## config.mk

```make
export PLATFORM = sky130hd
export DESIGN_NAME = tx_command_sequencer
export DESIGN_NICKNAME = d
export VERILOG_FILES = /design/src/rtl/tx_command_sequencer.sv
export SDC_FILE = /design/constraint.sdc
export NUM_CORES = 1
export LEC_CHECK = 0
export CELL_PAD_IN_SITES_DETAIL_PLACEMENT = 2
export CELL_PAD_IN_SITES_GLOBAL_PLACEMENT = 2
export CORE_UTILIZATION = 35
export DETAILED_ROUTE_END_ITERATION = 10
export PLACE_DENSITY = 0.94
export SETUP_SLACK_MARGIN = 0.4
export SYNTH_ARGS = -nofsm -noshare
export SYNTH_HDL_FRONTEND = slang
export SYNTH_SLANG_ARGS = --single-unit
export TNS_END_PERCENT = 5
```

## constraint.sdc

```tcl
create_clock -name clk -period 3.75 [get_ports clk]
set_input_delay 0.75 -clock clk [delete_from_list [all_inputs] [get_ports clk]]
set_output_delay 0.75 -clock clk [all_outputs]
set_load 0.03 [all_outputs]
```

## src/rtl/tx_command_sequencer.sv

```systemverilog
`timescale 1ns/1ps
// ---------------------------------------------------------------------------
// tx_command_sequencer
//
// Sequences the USB transmit path for the AHB-lite slave register block.
// A one-byte command written to the TX control register is checked against
// buffer occupancy, launched with a start strobe, and tracked to completion
// or error. The register block is then told to clear the command. FIFO flush
// sequencing lives here too, so a TX launch and a buffer flush can never
// overlap.
//
// Ports:
//   clk                 system clock, rising edge
//   n_rst               asynchronous reset, active-high (1 = reset)
//   cmd_valid           one-cycle pulse: TX control register written
//   cmd[7:0]            command byte: 1=DATA 2=ACK 3=NAK 4=STALL, else invalid
//   flush_req           one-cycle pulse: flush-buffer register written
//   buffer_occupancy    current FIFO byte count
//   tx_transfer_active  transmitter busy
//   tx_error            transmitter error pulse
//   tx_packet[1:0]      packet type: ACK=0 NAK=1 DATA=2 STALL=3
//   tx_start            one-cycle launch strobe to the transmitter
//   clear               one-cycle FIFO flush strobe
//   busy                high in every state except IDLE
//   done                one-cycle completion pulse
//   cmd_clear           one-cycle pulse to zero TX control, same cycle as done
//   err_code[1:0]       0=OK 1=EMPTY/INVALID 2=TIMEOUT 3=TXERR
//   cmd_overrun         one-cycle pulse: a command or flush request was dropped
// ---------------------------------------------------------------------------
module tx_command_sequencer #(
  parameter int TIMEOUT_CYCLES = 1023,
  parameter int TO_W           = 10
) (
  input  logic       clk,
  input  logic       n_rst,
  input  logic       cmd_valid,
  input  logic [7:0] cmd,
  input  logic       flush_req,
  input  logic [6:0] buffer_occupancy,
  input  logic       tx_transfer_active,
  input  logic       tx_error,
  output logic [1:0] tx_packet,
  output logic       tx_start,
  output logic       clear,
  output logic       busy,
  output logic       done,
  output logic       cmd_clear,
  output logic [1:0] err_code,
  output logic       cmd_overrun
);

  typedef enum logic [2:0] {
    IDLE,
    CHECK,
    START,
    WAIT_ACTIVE,
    WAIT_DONE,
    FLUSH,
    FLUSH_WAIT,
    REPORT
  } state_t;

  localparam logic [TO_W-1:0] TO_MAX = TO_W'(TIMEOUT_CYCLES);

  localparam logic [1:0] ERR_OK      = 2'd0;
  localparam logic [1:0] ERR_INVALID = 2'd1;
  localparam logic [1:0] ERR_TIMEOUT = 2'd2;
  localparam logic [1:0] ERR_TXERR   = 2'd3;

  state_t          state_q, state_d;
  logic [7:0]      cmd_q, cmd_d;
  logic [TO_W-1:0] cnt_q, cnt_d;
  logic [1:0]      tx_packet_q, tx_packet_d;
  logic [1:0]      err_code_q, err_code_d;
  logic            tx_start_q, tx_start_d;
  logic            clear_q, clear_d;
  logic            busy_q, busy_d;
  logic            done_q, done_d;
  logic            cmd_overrun_q, cmd_overrun_d;

  logic            timed_out;
  logic            cmd_known;
  logic [1:0]      cmd_packet;

  // Command byte to transmitter packet encoding; the two numberings differ.
  always_comb begin
    cmd_known  = 1'b1;
    cmd_packet = 2'd0;
    case (cmd_q)
      8'd1:    cmd_packet = 2'd2;
      8'd2:    cmd_packet = 2'd0;
      8'd3:    cmd_packet = 2'd1;
      8'd4:    cmd_packet = 2'd3;
      default: cmd_known  = 1'b0;
    endcase
  end

  assign timed_out = (cnt_q == TO_MAX);

  // Next-state logic. The counter only advances while below TO_MAX, so it
  // saturates rather than wrapping.
  always_comb begin
    state_d       = state_q;
    cmd_d         = cmd_q;
    cnt_d         = cnt_q;
    tx_packet_d   = tx_packet_q;
    err_code_d    = err_code_q;
    cmd_overrun_d = 1'b0;

    case (state_q)
      IDLE: begin
        if (flush_req) begin
          // Flush wins a same-cycle collision; the command is dropped.
          state_d       = FLUSH;
          cmd_overrun_d = cmd_valid;
        end else if (cmd_valid) begin
          cmd_d      = cmd;
          err_code_d = ERR_OK;
          state_d    = CHECK;
        end
      end
      CHECK: begin
        if (!cmd_known || (cmd_q == 8'd1 && buffer_occupancy == 7'd0)) begin
          err_code_d = ERR_INVALID;
          state_d    = REPORT;
        end else begin
          tx_packet_d = cmd_packet;
          state_d     = START;
        end
      end
      START: begin
        cnt_d   = '0;
        state_d = WAIT_ACTIVE;
      end
      WAIT_ACTIVE: begin
        if (tx_transfer_active) begin
          cnt_d   = '0;
          state_d = WAIT_DONE;
        end else if (timed_out) begin
          err_code_d = ERR_TIMEOUT;
          state_d    = REPORT;
        end else if (tx_error) begin
          err_code_d = ERR_TXERR;
          state_d    = REPORT;
        end else begin
          cnt_d = cnt_q + TO_W'(1);
        end
      end
      WAIT_DONE: begin
        if (tx_error) begin
          err_code_d = ERR_TXERR;
          state_d    = REPORT;
        end else if (!tx_transfer_active) begin
          state_d = REPORT;
        end
      end
      FLUSH: begin
        cnt_d   = '0;
        state_d = FLUSH_WAIT;
      end
      FLUSH_WAIT: begin
        if (buffer_occupancy == 7'd0) begin
          state_d = IDLE;
        end else if (timed_out) begin
          err_code_d = ERR_TIMEOUT;
          state_d    = IDLE;
        end else begin
          cnt_d = cnt_q + TO_W'(1);
        end
      end
      REPORT: begin
        state_d = IDLE;
      end
      default: begin
        state_d = IDLE;
      end
    endcase

    // Any request landing while busy is dropped and flagged next cycle.
    if (state_q != IDLE && (cmd_valid || flush_req)) begin
      cmd_overrun_d = 1'b1;
    end

    if (state_d == IDLE) begin
      tx_packet_d = 2'd0;
    end
  end

  // Strobes and status are decoded from the next state so the registered
  // outputs line up with the state they describe.
  always_comb begin
    tx_start_d = (state_d == START);
    clear_d    = (state_d == FLUSH);
    done_d     = (state_d == REPORT);
    busy_d     = (state_d != IDLE);
  end

  always_ff @(posedge clk or posedge n_rst) begin
    if (n_rst) begin
      state_q       <= IDLE;
      cmd_q         <= 8'd0;
      cnt_q         <= '0;
      tx_packet_q   <= 2'd0;
      err_code_q    <= ERR_OK;
      tx_start_q    <= 1'b0;
      clear_q       <= 1'b0;
      busy_q        <= 1'b0;
      done_q        <= 1'b0;
      cmd_overrun_q <= 1'b0;
    end else begin
      state_q       <= state_d;
      cmd_q         <= cmd_d;
      cnt_q         <= cnt_d;
      tx_packet_q   <= tx_packet_d;
      err_code_q    <= err_code_d;
      tx_start_q    <= tx_start_d;
      clear_q       <= clear_d;
      busy_q        <= busy_d;
      done_q        <= done_d;
      cmd_overrun_q <= cmd_overrun_d;
    end
  end

  assign tx_packet   = tx_packet_q;
  assign tx_start    = tx_start_q;
  assign clear       = clear_q;
  assign busy        = busy_q;
  assign done        = done_q;
  // cmd_clear shares the done flop so the two can never drift apart.
  assign cmd_clear   = done_q;
  assign err_code    = err_code_q;
  assign cmd_overrun = cmd_overrun_q;

endmodule

```

* Word-level counts from Yosys, hierarchy flattened *
Cells that the tools add are included.

storage, ports and cells
  word-level logic and storage cells = 90
  output and inout bits = 10
  register bits after elaboration = 30
  input bits = 21

operators by class
  bitwise operators = 1
  mux-type cells = 34
  add/subtract/negate cells = 1
  reduce and logical (&&, ||, !) cells = 19
  equality and inequality tests = 25

operators with widths
  operator               number
  $mux 10                5
  $mux 3                 10
  $pmux 10 s3            1
  $pmux 3 s8             1
  $mux 2                 11
  $eq 3x3->1 const B     6
  $eq 8x2->1 const B     2
  $ne 2x2->1 const B     7
  $add 10x1->10 const B  1
  $eq 10x10->1 const B   1
  $pmux 2 s5             1
  $eq 3x2->1 const B     3
  $reduce_bool 3->1      3
  $eq 8x1->1 const B     1
  $eq 8x3->1 const B     1
  $logic_not 7->1        1
  $reduce_and 7->1       1
  $logic_not 3->1        2
  $ne 3x3->1 const B     2
  $pmux 2 s3             1
  $reduce_and 5->1       1
  $reduce_bool 5->1      1
  $mux 1                 4
  $reduce_or 4->1        1
  10 further kinds       12

* Longest topological paths before layout *
Gate-level depths: netlist (run 1).

  depth after elaboration = 10
  depth in mapped cells = 7
  mapped depth without buffers = 6

* Worst setup path after synthesis (run 1) *
OpenSTA, ideal clock, no wires.

  kind = input port to flip-flop
  from = in buffer_occupancy[1]
  to = reg err_code_q[0] (netlist: err_code[0])
  cell stages on the path = 5
  data required time = 3.625 ns
  arrival time = 2.305 ns
  setup slack = 1.320 ns
  buffers on the path = 0
  library setup time = 0.125 ns
  cell sequence = nor3_1 a21oi_1 o2111a_2 or4_4 mux2_4

between the ends
  longest elaborated chain between the ends = 5
  elaborated cells between the ends (all ways) = 6
  those cells by class = eq/ne (2); reduce/logical (4)

RTL lines
  what                                   RTL line  source
  start, declared                        39        input logic [6:0] buffer_occupancy,
  $logic_not 7->1 (*)                    123, 162
  $logic_and 1x1->1                      123       if (!cmd_known || (cmd_q == 8'd1 && buffer_occupancy == 7'd0)) begin
  $logic_or 1x1->1                       123
  $ne 2x2->1 (no source line)            -
  $reduce_and 7->1 (no source line) (*)  -
  end signal, assigned                   215       err_code_q <= err_code_d;
  end, declared                          74        logic [1:0] err_code_q, err_code_d;

Every way passes the cells marked *; elsewhere a longest branch is shown, timed or not.
A chain may end at the register's enable or synchronous reset.

* Worst setup path in the final report (run 1) *
Same ends and word-level chain as after synthesis.

==> flow_metrics.tcl, run 1 <==
set metrics [dict create \
    cellPowerDensity_mw_per_mm2 756.0 \
    setup_violations 0 \
    syn-num-nets 198 \
    peakVddDrop_v 0.0003450 \
    cts_setup_buffers 0 \
    io_buffers 30 \
    ctsResizeCount 0 \
    slowest_delay_ps 570 \
    max_freq_mhz 345.3 \
    drive_gt1_frac 0.1435 \
    path_class "input pin to register" \
    drt-wirelength-per-cell_um 21.53 \
    drc_errors 0 \
    arrival_ps 3070 \
    grt_pass1_vias 1788 \
    rsz0062_at_grt "no" \
    numClockSinks 30 \
    synth-edff-count 0 \
    yosysTopAreaCellShare 0.4292 \
    synth.most_common_cell "dfrtp_1" \
    via_per_inst 5.804 \
    required_ps 3920 \
    drv_cap 0 \
    cts_root_buffer "clkbuf_8" \
    postSynth.asyncResetShare 1.000 \
    ys_ff_latch 30 \
    fin_crit_sh 0.7722 \
    synth_flop_cell "dfrtp_1" \
    clockBufferDepth 2 \
    synth_cells 175 \
    htreeDepth 2 \
    crit_fanout 4 \
    synthTopCellsByCount "dfrtp_1, o31ai_1, inv_1, nor2_1, nand3_1" \
    crit_slowest_cell "or4_4" \
    dr_total_vias 1602 \
    detail-route-antenna-nets 0 \
    syn_area_mm2 0.001749 \
    layout.nets 231 \
    yosys_warnings 0 \
    tightest_slew_ps 692.6 \
    ys_types 47 \
    wirelength_um 5942 \
    period_needed_ps 2896 \
    grt_pass1_wl_um 9860 \
    cp-start-kind "input pin" \
    outcome "completed" \
    gp_congestion 0.7386 \
    ys_seq_area_frac 0.4292 \
    endpoint_kind "register" \
    grt_usage 0.2520 \
    tns_ps 0 \
    diodes 0 \
    die_h_um 72.70 \
    first_pass_iters 4 \
    insertion_delay_ps 290 \
    synth_top_area_cell "dfrtp_1" \
    relSlewSlack 0.5368 \
    num-fill-cells 517 \
    cts_buffers 5 \
    setup_ws_ps 854.3 \
    grt_max_degree 31 \
    synth_area_per_cell_um2 9.995 \
    antenna_found_initial 0 \
    drt-initial-drc-count 87 \
    rows 25 \
    hold_viol_final 0 \
    placed_cell_area_mm2 0.002123 \
    dp_hpwl_um 3950 \
    ios 31 \
    cts-hold-fix-buffers 0 \
    path_clk_slew_ps 60 \
    design.die.area_mm2 0.005285 \
    design.core.area_mm2 0.004755 \
    r2r_slack_ps 1030 \
    finClkSkew_ps 5.798 \
    dp_slack_ps 679.3 \
    synth_area_leaders "dfrtp_1, o31ai_1, mux2_2" \
    finalInstanceArea_mm2 0.002266 \
    holdCritPathClass "register to register" \
    crit_chain "clkdlybuf4s50_1 -> nor3_1 -> a21oi_1 -> o2111a_2 -> or4_4 -> mux2_4" \
    syn_to_final_growth_pct 29.54 \
    p_leak_nw 0.9297 \
    floorplan.initialDensity 0.3679 \
    grt_overflow_total 0 \
    slew_viol_final 0 \
    cts_tree "yes" \
    die_width_um 72.70 \
]
-- cell type report --
cell class                 count  area [um^2]  area share
inverter                      12        45.04     0.01988
timing repair buffer          33        322.8      0.1425
tap                           67        83.83     0.03700
clock inverter                 2        60.06     0.02650
multi-input combinational    126        920.9      0.4064
sequential                    30        750.7      0.3313
clock buffer                   6        82.58     0.03644
-- worst paths after layout --
check	startpoint	to	depth (start not counted)
setup / recovery	buffer_occupancy[1]	err_code[0]	6
min in group asynchronous	n_rst	cnt_q[1]	3
max in group asynchronous	n_rst	err_code[0]	3
hold / removal	cmd_q[6]	cmd_q[6]	1
hold reg to reg	cmd_q[6]	cmd_q[6]	1
setup reg to reg	cnt_q[0]	cnt_q[7]	6
-- cells by family (layout without fill, tap and decap cells) --
kind of cell	after synthesis	in the layout	synth area share
AND/OR/NAND/NOR	54	54	0.1767
AO/OA/AOI/OAI	57	57	0.2525
flip-flops	30	30	0.4292
multiplexers	13	13	0.08298
adder cells (fa/ha/maj)	2	2	0.01430
buffers and inverters	19	53	0.04435
-- sequential cells by signal, indices dropped and copies added (netlist names) --
name         cells
cnt_q           10
cmd_q            8
state_q          3
err_code         2
tx_packet        2
busy             1
clear            1
cmd_clear        1
cmd_overrun      1
tx_start         1
-- layout by cell type, fill, tap and decap left out, types with 6 or more instances in the layout --
cell	netlist	layout
dfrtp_1	30	30
nor2_1	11	11
nand3_1	10	10
o31ai_1	13	13
nand2b_1	6	6
nand2_1	9	9
inv_1	11	11
clkbuf_8	0	6
o21ai_0	7	7
a21oi_1	8	8
clkdlybuf4s50_1	0	30
mux2_2	8	8
-- through the flow --
stage / hold WS (ps) / cells / util / power, mW
after global placement: 480.6 / 268 / 0.4466 / 1.215
final: 510.2 / 276 / 0.4766 / 1.713
after CTS: 509.3 / 276 / 0.4766 / 1.723
after detailed placement: 493.7 / 268 / 0.4466 / 1.272
after floorplan: 465.1 / 175 / - / 1.023
after global routing: 528.1 / 276 / 0.4766 / 1.817
-- metal layers --
metal / part of all wire / routed length (um) / track usage / vias to the layer above
met5: 0 / 0 / 0 / -
met4: 0.022 / 133 / 0.09368 / 0
met3: 0.024 / 143 / 0.03453 / 13
met2: 0.52 / 3081 / 0.4528 / 46
met1: 0.43 / 2584 / 0.3059 / 813
li1: - / - / - / 730
-- power breakdown --
group	internal (mW)	leakage (nW)	switching, mW
combinational	0.300	0.472	0.452
sequential	0.415	0.386	0.131
clock	0.283	0.0714	0.131
-- critical path: cells and delay by family --
family          cells  cell delay, ps
simple gates        2            1070
compound gates      2             520
buf+inv             1             420
mux                 1             310
No activity file was read; power rests on OpenSTA's default activity.
==> run 2: changes to the inputs <==
- CORE_UTILIZATION: 35 -> 29
- PLACE_DENSITY: 0.94 -> 0.84
- clock period: 3.75 -> 2.3 ns (I/O delays scaled with it)
==> run 2 against run 1 <==
  * Global-route usage decreased by 2.6 points
  * Clock skew about the same
  * Power increased by 70%
  * Sequential share of layout area is 3.4 points lower
  * Hold slack improved by 9.9 ps
  * Largest cell class unchanged
  * Highest routed layer unchanged
==> flow_metrics.tcl, run 2 (synthesis results as in run 1) <==
set metrics [dict create \
    finalInstanceArea_mm2 0.002526 \
    drc_errors 0 \
    crit_fanout 2 \
    die_h_um 79.67 \
    relSlewSlack 0.6815 \
    drv_cap 0 \
    crit_start "buffer_occupancy[1]" \
    gp_congestion 0.7595 \
    diodes 0 \
    wirelength_um 6649 \
    path_clk_slew_ps 70 \
    reg2reg_from "cnt_q[0]" \
    outcome "completed" \
    floorplan.initialDensity 0.3082 \
    setup_ws_ps 183.2 \
    internal_power_mw 1.630 \
    finalPower_mw 2.915 \
    wl_met3_um 224 \
    grt_pass1_wl_um 10590 \
    tightest_slew_ps 471.7 \
    dp_slack_ps -306.5 \
    top_layer "met4" \
    grt_pass1_vias 1955 \
    setup_violations 0 \
    dr_total_vias 1768 \
    wl_met1_um 2778 \
    drive_gt1_frac 0.3109 \
    numClockSinks 30 \
    largest_reg_flops 10 \
    rsz0062_at_grt "yes" \
    drt-initial-drc-count 53 \
    grt_overflow_total 0 \
    wl_met2_um 3414 \
    p_leak_nw 1.094 \
    regMostFlops "cnt_q" \
    required_ps 2480 \
    grt_max_degree 31 \
    switchingPower_mw 1.285 \
    insertion_delay_ps 290 \
    reg.largest.list "cnt_q: 10 flops, cmd_q: 8 flops, state_q: 3 flops" \
    peakVddDrop_v 0.0004436 \
    slew_viol_final 0 \
    period_needed_ps 2117 \
    power_frac_seq 0.283 \
    rows 27 \
    min_from "cmd_q[3]" \
    dp_hpwl_um 4255 \
    antenna_found_initial 0 \
    placed_cell_area_mm2 0.002282 \
    path_class "input pin to register" \
    cp-start-kind "input pin" \
    holdCritPathClass "register to register" \
    first_pass_iters 4 \
    max_freq_mhz 472.4 \
    design.die.area_mm2 0.006347 \
    tns_ps 0 \
    pwr-share-comb 0.557 \
    cts_tree "yes" \
    design.core.area_mm2 0.005675 \
    finClkSkew_ps 5.827 \
    clkPwrFrac 0.160 \
    io_buffers 30 \
    cts_buffers 5 \
    clockBufferDepth 2 \
    num-fill-cells 606 \
    hold_viol_final 0 \
    layout_commonest_cell "buf_4" \
    p_sw_frac 0.4408 \
    layout.nets 260 \
    htreeDepth 2 \
    endpoint_kind "register" \
    drt-wirelength-per-cell_um 21.45 \
    fin_crit_sh 0.9204 \
    final_cell_mix "buf_4, dfrtp_1, clkdlybuf4s50_1" \
    detail-route-antenna-nets 0 \
    cts_root_buffer "clkbuf_8" \
    grt_usage 0.2264 \
    cellPowerDensity_mw_per_mm2 1154 \
    die_width_um 79.67 \
    arrival_ps 2300 \
    syn_to_final_growth_pct 44.42 \
    ios 31 \
    fin_util 0.4451 \
    via_per_inst 5.703 \
]
-- run 2: changes by cell type in the layout (fill, tap and decap cells not counted), moves of 3 or more --
cell,change
o21ai_0,-3
buf_4,+29
dlygate4sd2_1,+4
clkdlybuf4s50_1,-5
o21ai_1,+3
-- run 2: repair_timing --
| item | 4_1_cts | 5_1_grt |
|---|---|---|
| setup buffers | 6 | 3 |
| gates resized for setup | 19 | 7 |
| pin swaps | 12 | 8 |
| setup endpoints to repair | 19 | 27 |
| hold buffers | 0 | 0 |
-- run 2: path summary, 6_finish.rpt --
check                              end  slack, ps  cells past startpoint
max                        err_code[0]        180                      6
min                           cmd_q[3]        520                      1
max reg2reg                   cnt_q[9]        210                      6
min reg2reg                   cmd_q[3]        520                      1
max in group asynchronous   state_q[0]       1440                      3
min in group asynchronous     cmd_q[6]        550                      3
-- run 2: critical path: stages --
cell and delay (ps):
clkdlybuf4s50_1 430, nor3_2 240, a21oi_2 90, o2111a_2 270, or4_4 500, mux2_4 310
-- run 2: per-layer routing --
layer,GRT usage,vias to the layer above
met2,0.3786,45
met3,0.04457,19
li1,-,791
met5,0,-
met1,0.2758,913
met4,0.1109,0
-- run 2: per-stage QoR --
step                hold WS, ps  cells
global placement          481.1    293
global route              550.5    310
finish                    520.1    310
floorplan                 465.1    175
CTS                       516.2    307
detailed placement        489.7    293
-- run 2: layout make-up --
cell class                      instances  area (um^2)  area share
Multi-Input combinational cell        126         1006      0.3982
Sequential cell                        30        752.0      0.2977
Timing Repair Buffer                   62        538.0      0.2130
Tap cell                               72        90.09     0.03566
Clock buffer                            6        82.58     0.03269
Inverter                               12        45.04     0.01783
Clock inverter                          2        12.51    0.004953
-- run 2: power groups by stage --
stage	registers (mW)	clock network, mW	logic, mW
after floorplan	0.845	0	0.846
after global placement	0.804	0	1.34
after detailed placement	0.814	0	1.40
after CTS	0.812	0.477	1.55
after global routing	0.846	0.502	1.76
final	0.825	0.466	1.62
==> run 3: changes to the inputs <==
- CORE_ASPECT_RATIO: not set -> 1.75
==> run 3 against run 2 <==
  * Count of clock-buffer cells in the layout is the same
  * Sequential power fell by 0.7%
  * Utilization is 2.5 points lower
  * Global-route usage shrank 0.39 points
  * Clock power shrank 1%
  * Cell area fell by 3.1%
  * Power fell by 1.8%
  * Fmax fell by 2.0%
  * Combinational power fell by 2%
  * Sequential share of layout area increased by 0.89 points
  * Cell count stayed put
  * First-iteration DRC count fell by 28%
==> flow_metrics.tcl, run 3 (synthesis results as in run 1) <==
set metrics [dict create \
    arrival_ps 2330 \
    floorplan.initialDensity 0.2999 \
    period_needed_ps 2161 \
    setup_ws_ps 139.2 \
    detail-route-antenna-nets 0 \
    dp_slack_ps -345.5 \
    required_ps 2470 \
    slowest_delay_ps 580 \
    grt_busiest_layer "met2" \
    grt_overflow_total 0 \
    grt_usage 0.2225 \
    final_cell_mix "dfrtp_1, buf_4, clkdlybuf4s50_1" \
    crit_fanout 3 \
    cp-start-kind "register" \
    diodes 0 \
    grt_pass1_wl_um 10210 \
    peakVddDrop_v 0.0003772 \
    drt-initial-drc-count 38 \
    holdWs_ps 516.9 \
    holdCritPathClass "register to register" \
    largest_reg_flops 10 \
    drc_errors 0 \
    htreeDepth 2 \
    path_class "register to register" \
    drv_cap 0 \
    tightest_slew_ps 588.2 \
    endpoint_kind "register" \
    first_pass_iters 4 \
    ios 31 \
    grt_pass1_vias 1962 \
    regMostFlops "cnt_q" \
    cellPowerDensity_mw_per_mm2 1169 \
    num-fill-cells 668 \
    placed_cell_area_mm2 0.002297 \
    layout_commonest_cell "dfrtp_1" \
    numClockSinks 30 \
    relSlewSlack 0.6029 \
    finClkSkew_ps 7.670 \
    setup_violations 0 \
    path_clk_slew_ps 70 \
    grt_max_degree 31 \
    drive_gt1_frac 0.2629 \
    antenna_found_initial 0 \
    slew_viol_final 0 \
    insertion_delay_ps 290 \
    dr_total_vias 1690 \
    gp_congestion 0.7965 \
    dp_hpwl_um 4357 \
    gr-usage-met2 0.3932 \
    rows 37 \
    finalPower_mw 2.862 \
    wirelength_um 6297 \
    cts_buffers 5 \
    drt-wirelength-per-cell_um 20.31 \
    fin_crit_sh 0.9395 \
    layout.nets 254 \
    rsz0062_at_grt "yes" \
    reg.largest.list "cnt_q: 10 flops, cmd_q: 8 flops, state_q: 3 flops" \
    max_freq_mhz 462.8 \
    cts_root_buffer "clkbuf_8" \
    design.core.area_mm2 0.005833 \
    finalInstanceArea_mm2 0.002449 \
    clockBufferDepth 2 \
    via_per_inst 5.452 \
    outcome "completed" \
    die_h_um 104.7 \
    gr-usage-met3 0.03465 \
    design.die.area_mm2 0.006359 \
    syn_to_final_growth_pct 39.99 \
    cts_tree "yes" \
    crit_chain "or4_4 -> a2111oi_4 -> a211oi_1 -> buf_4 -> a2111oi_4 -> buf_4 -> a31oi_1" \
    p_leak_nw 1.036 \
    hold_viol_final 0 \
    die_width_um 60.71 \
    crit_slowest_cell "or4_4" \
    io_buffers 30 \
    fin_util 0.4198 \
    use_met1 0.2286 \
]
==> run 3: changes by cell type in the layout (fill, tap and decap cells not counted), sizes merged <==
cell	before	now
buf	32	26
dlygate4sd2	4	7
clkdlybuf4s50	25	23
dlymetal6s2s	1	0
==> run 3: metrics by stage <==
step | std cells | setup TNS [ps]
4_1_cts | 310 | 0
3_5_place_dp | 300 | -2760
5_1_grt | 310 | 0
3_3_place_gp | 300 | -1432
6_report | 310 | 0
2_1_floorplan | 175 | 0
==> run 3: area by class of cell <==
cell class | instances | area [um^2] | share of cell area
Clock buffer | 6 | 82.58 | 0.03373
Clock inverter | 2 | 12.51 | 0.005110
Inverter | 12 | 45.04 | 0.01840
Multi-Input combinational cell | 126 | 973.4 | 0.3975
Sequential cell | 30 | 750.7 | 0.3066
Tap cell | 78 | 97.59 | 0.03986
Timing Repair Buffer | 56 | 486.7 | 0.1988
==> run 3: path summary, 6_finish.rpt <==
| kind | startpoint | endpoint | slack, ps | depth (start not counted) |
|---|---|---|---|---|
| max | cmd_q[7] | tx_packet[1] | 140 | 7 |
| min | cmd_q[7] | cmd_q[7] | 520 | 1 |
| max reg2reg | cmd_q[7] | tx_packet[1] | 140 | 7 |
| min reg2reg | cmd_q[7] | cmd_q[7] | 520 | 1 |
| max in group asynchronous | n_rst | cnt_q[8] | 1440 | 3 |
| min in group asynchronous | n_rst | state_q[1] | 560 | 3 |
==> run 3: critical path, delay by kind of cell, from the launching register on <==
kind	cells	cell delay, ps
buffers and inverters	2	350
AND/OR/NAND/NOR	1	580
flip-flops	1	380
AO/OA/AOI/OAI	4	730
==> run 3: metal layers <==
metal	wire length, um	part of all wire
met4	329	0.052
met5	0	0
met3	139	0.022
met1	2232	0.35
met2	3595	0.57
==> run 3: power by group <==
group	total (mW)	switching, mW	internal [mW]
sequential	0.819	0.140	0.679
combinational	1.58	0.878	0.704
clock	0.461	0.221	0.240
==> run 3: repair_timing <==
| action | in CTS | in global routing |
|---|---|---|
| hold buffers | 0 | 0 |
| endpoints found under the setup margin | 22 | 27 |
| setup buffers | 2 | 0 |
| pin swaps | 4 | 0 |
| resized for setup | 16 | 1 |
| hold endpoints to repair | 0 | 0 |
